<file path="src/rtl/gpio_irq.sv">
// rtl/gpio_irq.sv - memory-mapped GPIO with atomic output ops, write-protected direction and edge interrupts
//
// Purpose : GPIO controller on the simple wr/rd peripheral bus. Pads are synchronised
//           (optionally debounced when GPIO_DEBOUNCE_EN is defined), edge-detected and
//           latched into a W1C status register that drives a single level interrupt.
// Macro   : GPIO_DEBOUNCE_EN - per-pin stability counters in front of IN.
// Ports   : clk, rst (async, active-high)
//           wr_en, wr_addr_i, wr_data_i    - register write, offset in addr[5:2]
//           rd_en, rd_addr_i, rd_data_o    - register read, rd_data_o registered
//           gpio_i                         - asynchronous pad inputs
//           gpio_o, gpio_t                 - pad output values / tristate enables (1 = input)
//           irq_o                          - level interrupt, registered
module gpio_irq #(
   parameter int          AW                   = 32,
   parameter int          DW                   = 32,
   parameter int          GPIO_WIDTH           = 32,
   parameter int          SYNC_STAGES          = 2,
   parameter logic [31:0] DEFAULT_OUTPUT_VALUE = 32'h0000_0000,
   parameter logic [31:0] DEFAULT_DIRECT       = 32'hffff_ffff,
   parameter logic [31:0] DIR_WRITABLE         = 32'hffff_ffff,
   parameter int          DEBOUNCE_CYCLES      = 16
) (
   input  logic                  clk,
   input  logic                  rst,
   input  logic                  wr_en,
   input  logic [AW-1:0]         wr_addr_i,
   input  logic [DW-1:0]         wr_data_i,
   input  logic                  rd_en,
   input  logic [AW-1:0]         rd_addr_i,
   output logic [DW-1:0]         rd_data_o,
   input  logic [GPIO_WIDTH-1:0] gpio_i,
   output logic [GPIO_WIDTH-1:0] gpio_o,
   output logic [GPIO_WIDTH-1:0] gpio_t,
   output logic                  irq_o
);

   localparam logic [3:0] OFF_OUT        = 4'h0;
   localparam logic [3:0] OFF_OUT_SET    = 4'h1;
   localparam logic [3:0] OFF_OUT_CLR    = 4'h2;
   localparam logic [3:0] OFF_OUT_TGL    = 4'h3;
   localparam logic [3:0] OFF_DIR        = 4'h4;
   localparam logic [3:0] OFF_IN         = 4'h5;
   localparam logic [3:0] OFF_IRQ_EN     = 4'h6;
   localparam logic [3:0] OFF_IRQ_RISE   = 4'h7;
   localparam logic [3:0] OFF_IRQ_FALL   = 4'h8;
   localparam logic [3:0] OFF_IRQ_STATUS = 4'h9;

   localparam logic [GPIO_WIDTH-1:0] OUT_RST  = DEFAULT_OUTPUT_VALUE[GPIO_WIDTH-1:0];
   localparam logic [GPIO_WIDTH-1:0] DIR_RST  = DEFAULT_DIRECT[GPIO_WIDTH-1:0];
   localparam logic [GPIO_WIDTH-1:0] DIR_MASK = DIR_WRITABLE[GPIO_WIDTH-1:0];

   logic [3:0]            wr_off;
   logic [3:0]            rd_off;
   logic [GPIO_WIDTH-1:0] wdata;

   logic [GPIO_WIDTH-1:0] out_q;
   logic [GPIO_WIDTH-1:0] dir_q;
   logic [GPIO_WIDTH-1:0] irq_en_q;
   logic [GPIO_WIDTH-1:0] irq_rise_q;
   logic [GPIO_WIDTH-1:0] irq_fall_q;
   logic [GPIO_WIDTH-1:0] irq_status_q;

   logic [GPIO_WIDTH-1:0] sync_q [SYNC_STAGES];
   logic [GPIO_WIDTH-1:0] sync_val;
   logic [GPIO_WIDTH-1:0] in_val;
   logic [GPIO_WIDTH-1:0] prev_q;
   logic [GPIO_WIDTH-1:0] rise;
   logic [GPIO_WIDTH-1:0] fall;
   logic [GPIO_WIDTH-1:0] set_ev;
   logic [GPIO_WIDTH-1:0] w1c;
   logic [DW-1:0]         rd_mux;

   assign wr_off = wr_addr_i[5:2];
   assign rd_off = rd_addr_i[5:2];
   assign wdata  = wr_data_i[GPIO_WIDTH-1:0];

   // Address bits outside the offset field are don't-care for this block.
   logic unused_addr;
   assign unused_addr = &{1'b0, wr_addr_i[AW-1:6], wr_addr_i[1:0],
                          rd_addr_i[AW-1:6], rd_addr_i[1:0]};

   generate
      if (DW > GPIO_WIDTH) begin : g_unused_data
         logic unused_wdata;
         assign unused_wdata = &{1'b0, wr_data_i[DW-1:GPIO_WIDTH]};
      end
   endgenerate

   assign gpio_o = out_q;
   assign gpio_t = dir_q;

   // ------------------------------------------------------------------
   // Input synchroniser
   // ------------------------------------------------------------------
   always_ff @(posedge clk or posedge rst) begin
      if (rst) begin
         for (int i = 0; i < SYNC_STAGES; i++) sync_q[i] <= '0;
      end else begin
         sync_q[0] <= gpio_i;
         for (int i = 1; i < SYNC_STAGES; i++) sync_q[i] <= sync_q[i-1];
      end
   end

   assign sync_val = sync_q[SYNC_STAGES-1];

`ifdef GPIO_DEBOUNCE_EN
   localparam int              CW      = $clog2(DEBOUNCE_CYCLES + 1);
   localparam logic [CW-1:0]   DB_LAST = CW'(DEBOUNCE_CYCLES - 1);

   logic [CW-1:0]         db_cnt_q [GPIO_WIDTH];
   logic [GPIO_WIDTH-1:0] db_in_q;

   // The counter runs only while the synchronised value disagrees with IN;
   // the edge on which it would reach DEBOUNCE_CYCLES commits the new value.
   always_ff @(posedge clk or posedge rst) begin
      if (rst) begin
         db_in_q <= '0;
         for (int i = 0; i < GPIO_WIDTH; i++) db_cnt_q[i] <= '0;
      end else begin
         for (int i = 0; i < GPIO_WIDTH; i++) begin
            if (sync_val[i] == db_in_q[i]) begin
               db_cnt_q[i] <= '0;
            end else if (db_cnt_q[i] == DB_LAST) begin
               db_in_q[i]  <= sync_val[i];
               db_cnt_q[i] <= '0;
            end else begin
               db_cnt_q[i] <= db_cnt_q[i] + 1'b1;
            end
         end
      end
   end

   assign in_val = db_in_q;
`else
   logic unused_db;
   assign unused_db = (DEBOUNCE_CYCLES == 0);
   assign in_val    = sync_val;
`endif

   // ------------------------------------------------------------------
   // Edge detection
   // ------------------------------------------------------------------
   always_ff @(posedge clk or posedge rst) begin
      if (rst) prev_q <= '0;
      else     prev_q <= in_val;
   end

   assign rise   = in_val & ~prev_q;
   assign fall   = ~in_val & prev_q;
   assign set_ev = (rise & irq_rise_q) | (fall & irq_fall_q);
   assign w1c    = (wr_en && wr_off == OFF_IRQ_STATUS) ? wdata : '0;

   // ------------------------------------------------------------------
   // Register writes
   // ------------------------------------------------------------------
   always_ff @(posedge clk or posedge rst) begin
      if (rst) begin
         out_q      <= OUT_RST;
         dir_q      <= DIR_RST;
         irq_en_q   <= '0;
         irq_rise_q <= '0;
         irq_fall_q <= '0;
      end else if (wr_en) begin
         case (wr_off)
            OFF_OUT:      out_q      <= wdata;
            OFF_OUT_SET:  out_q      <= out_q | wdata;
            OFF_OUT_CLR:  out_q      <= out_q & ~wdata;
            OFF_OUT_TGL:  out_q      <= out_q ^ wdata;
            OFF_DIR:      dir_q      <= (wdata & DIR_MASK) | (DIR_RST & ~DIR_MASK);
            OFF_IRQ_EN:   irq_en_q   <= wdata;
            OFF_IRQ_RISE: irq_rise_q <= wdata;
            OFF_IRQ_FALL: irq_fall_q <= wdata;
            default: ;
         endcase
      end
   end

   // New events are OR-ed in after the clear so a coincident event survives W1C.
   always_ff @(posedge clk or posedge rst) begin
      if (rst) begin
         irq_status_q <= '0;
         irq_o        <= 1'b0;
      end else begin
         irq_status_q <= (irq_status_q & ~w1c) | set_ev;
         irq_o        <= |(irq_status_q & irq_en_q);
      end
   end

   // ------------------------------------------------------------------
   // Register reads
   // ------------------------------------------------------------------
   always_comb begin
      rd_mux = '0;
      case (rd_off)
         OFF_OUT:        rd_mux[GPIO_WIDTH-1:0] = out_q;
         OFF_DIR:        rd_mux[GPIO_WIDTH-1:0] = dir_q;
         OFF_IN:         rd_mux[GPIO_WIDTH-1:0] = in_val;
         OFF_IRQ_EN:     rd_mux[GPIO_WIDTH-1:0] = irq_en_q;
         OFF_IRQ_RISE:   rd_mux[GPIO_WIDTH-1:0] = irq_rise_q;
         OFF_IRQ_FALL:   rd_mux[GPIO_WIDTH-1:0] = irq_fall_q;
         OFF_IRQ_STATUS: rd_mux[GPIO_WIDTH-1:0] = irq_status_q;
         default:        rd_mux = '0;
      endcase
   end

   always_ff @(posedge clk or posedge rst) begin
      if (rst)        rd_data_o <= '0;
      else if (rd_en) rd_data_o <= rd_mux;
   end

endmodule
</file>
<file path="config.mk">
export PLATFORM = sky130hd
export DESIGN_NAME = gpio_irq
export DESIGN_NICKNAME = d
export VERILOG_FILES = /design/src/rtl/gpio_irq.sv
export SDC_FILE = /design/constraint.sdc
export NUM_CORES = 1
export LEC_CHECK = 0
export CORE_UTILIZATION = 38
export CTS_BUF_LIST = sky130_fd_sc_hd__clkbuf_16
export DETAILED_ROUTE_END_ITERATION = 10
export PLACE_DENSITY = 0.56
export SLEW_MARGIN = 20
export SYNTH_ARGS = -nofsm -noshare
export SYNTH_HDL_FRONTEND = slang
export SYNTH_SLANG_ARGS = --single-unit
</file>
<file path="constraint.sdc">
create_clock -name clk -period 40.9 [get_ports clk]
set_clock_uncertainty 0.2 [all_clocks]
set_input_delay 12.27 -clock clk [delete_from_list [all_inputs] [get_ports clk]]
set_output_delay 12.27 -clock clk [all_outputs]
set_load 0.01 [all_outputs]
</file>
==> out/qor.yml <==
worst_setup_path:
  required_ns: 41.16
  max_stage_delay_ns: 0.90
  critical_path_class: "input port to register"
  arrival_ns: 15.28
  start_kind: "input port"
  crit_path_top_delay_cell: "nor2_4"
  critical_path.cell_chain: "buf_2 > buf_4 > or3b_4 > nor2_4 > a221oi_1 > o21ai_1"
  worst-path-max-fanout: 41
  crit_path_end_kind: "register"
power_and_ir_drop:
  irDropWorstVdd_mv: 0.0283
  switchingPower_uw: 256
  combPwrFrac_pct: 17.6
  swShare_pct: 28.4
  pwr-share-seq_pct: 46.2
  clockPowerShare_pct: 36.2
  p_per_area_nw_per_um2: 48.7
  power_report.internal_total_uw: 645
  total_power_uw: 901
  p_leak_uw: 0.00784
placed_design:
  dp_slack_ns: 25.30
  place.gp.congestion: 0.827
  io_buffers: 172
  hpwl_um: 29500
clock_network:
  clockBufferDepth: 3
  cts_hold_buf: 0
  clk-insertion-delay-late_ns: 0.55
  cts_tree: "yes"
  cts_root_buffer: "clkbuf_16"
  cts_made_buffers: 38
  clk_pin_slew_ns: 0.06
  cts_sinks: 321
  cts.htree.levels: 2
  post_cts_buffers: 0
  cts_resized: 0
grt:
  grt_max_degree: 117
  grt_pass1_vias: 11500
  antenna_found_initial: 0
  grt_pass1_wl_um: 71200
  grtUsageTotal_pct: 23.1
  grt_overflow_total: 0
synthesis:
  async_flop_share_pct: 100
  synth-compound-area-share_pct: 15.6
  yosys_warnings: 0
  synth.distinct_cells: 52
  ys_seq_area_share_pct: 53.3
  syn_avg_cell_area_um2: 11.6
  synth-simple-area-share_pct: 9.01
  synth_edf_count: 0
  synth_top_family_by_area: "compound AO/OA/AOI/OAI gates"
  synth-xor-area-share_pct: 0
  synthAdderAreaFrac_pct: 5.29
  synthMuxAreaShare_pct: 11.8
  syn_nets: 1500
  syn-instance-count: 1304
  ys.flop_type: "dfrtp_1"
  ys_ff_latch: 321
  syn_area_um2: 15100
drt:
  firstDrtPassIters: 5
  vias: 11200
  drc: 0
  wl_um: 46400
  via_per_inst: 5.60
  antenna_left: 0
  dr.first_iter.drc_count: 741
  wl_per_cell_um: 23.2
sta:
  fin_ws_ns: 25.87
  drv_slew: 0
  timing_hold_violations_final: 0
  relSlewSlack_pct: 20.6
  hold_slack_ns: 0.146
  period_share_pct: 36.7
  min_period_ns: 15.03
  fmax_mhz: 66.6
  tns_ns: 0
  tightest_slew_ns: 1.19
  rsz0062_at_grt: "no"
  setup_viol: 0
outcome:
  status: "complete, no violations"
floorplanning:
  die-height_um: 202
  dieArea_um2: 40700
  die_w_um: 202
  start_util_pct: 38.8
  core-area_um2: 39000
  io_pins: 229
  num_rows: 72
cells_and_area:
  areaGrowthSynthToFinish_pct: 22.2
  final_common_cell: "dfrtp_1"
  final_cell_mix: "289 x dfrtp_1, 169 x clkdlybuf4s50_1, 110 x mux2_2"
  drive_gt1_share_pct: 17.0
  finalNetCount: 1651
  fin_util_pct: 47.4
  diodes: 0
run:
  drv_cap: 0
worst_hold_path:
  hp-class: "register to register"
synth_stat cells (10+ instances only):
cell type,count,share of area (%)
dfrtp_1,289,48
nor2b_1,13,0.54
o211ai_1,32,1.6
buf_2,32,1.1
a22o_1,11,0.64
buf_4,10,0.50
o21ai_1,16,0.53
nand3b_1,35,1.7
nand2_1,85,2.1
a221oi_1,50,2.9
ha_1,64,5.3
mux2_1,15,1.1
mux2_2,110,8.2
a211oi_1,35,1.7
a21oi_1,44,1.5
a22oi_1,25,1.2
mux2i_1,35,2.3
clkbuf_1,36,0.89
and3_1,18,0.74
dfstp_2,32,5.6
nand3_1,13,0.43
inv_1,91,2.3
nand2b_1,21,0.87
o21ai_0,76,2.5
o32ai_1,19,1.1
nor3_1,31,1.0
cell families after synthesis:
logic type / count (synthesis)
adder cells (fa/ha/maj): 64
AO/OA/AOI/OAI: 334
multiplexers: 161
buffers and inverters: 177
flip-flops: 321
AND/OR/NAND/NOR: 247
critical path: cells and delay by family:
family                 cells  cell delay [ns]
AO/OA/AOI/OAI              2             0.49
buffers and inverters      2             1.10
AND/OR/NAND/NOR            2             1.39
state kept, by name (all words and copies together) (netlist names):
register and cells:
irq_en_q 32, rd_data_o 32, irq_fall_q 32, gpio_t 32, gpio_o 32, prev_q 32, irq_status_q 32, irq_o 1
in_val 32, irq_rise_q 32, sync_q 32
routing by layer:
layer,up-vias,share of wire (%),track usage [%]
met4,0,3.1,8.74
met3,93,4.4,3.47
met2,318,47,36.5
met1,5722,46,32.0
met5,-,0,0
li1,5079,-,-
path summary, 6_finish.rpt:
kind | to | from | slack [ns] | cells past startpoint
worst max-delay path | rd_data_o[21]$_DFFE_PP0P_ | rd_addr_i[4] | 25.87 | 6
worst min-delay path | in_val[31]$_DFF_PP0_ | sync_q[63]$_DFF_PP0_ | 0.15 | 0
worst max register to register | rd_data_o[31]$_DFFE_PP0P_ | gpio_t[31]$_DFFE_PP1P_ | 38.96 | 4
worst min register to register | in_val[31]$_DFF_PP0_ | sync_q[63]$_DFF_PP0_ | 0.15 | 0
max in group asynchronous | in_val[11]$_DFF_PP0_ | rst | 26.40 | 4
min in group asynchronous | sync_q[33]$_DFF_PP0_ | rst | 12.08 | 2
metrics by stage:
step           std cells  instance area, um^2
2_1_floorplan       1304                15100
3_3_place_gp        1931                17300
3_5_place_dp        1933                17300
4_1_cts             2001                18500
5_1_grt             2001                18500
6_report            2001                18500
cell type report:
| type | instances | area (um^2) |
|---|---|---|
| Multi-Input combinational cell | 806 | 6350 |
| Inverter | 91 | 349 |
| Timing Repair Buffer | 197 | 1910 |
| Sequential cell | 321 | 8070 |
| Clock buffer | 39 | 976 |
| Fill cell | 3520 | 20500 |
| Tap cell | 518 | 648 |
| Clock inverter | 29 | 206 |
power by group through the flow:
stage | combinational (uW) | clock [uW] | sequential, uW
after floorplan | 85.6 | 0 | 412
after global placement | 155 | 0 | 420
after detailed placement | 159 | 0 | 421
after CTS | 160 | 333 | 417
after global routing | 175 | 346 | 423
final | 158 | 327 | 416
Note: power is estimated with default switching activity, not from simulation.
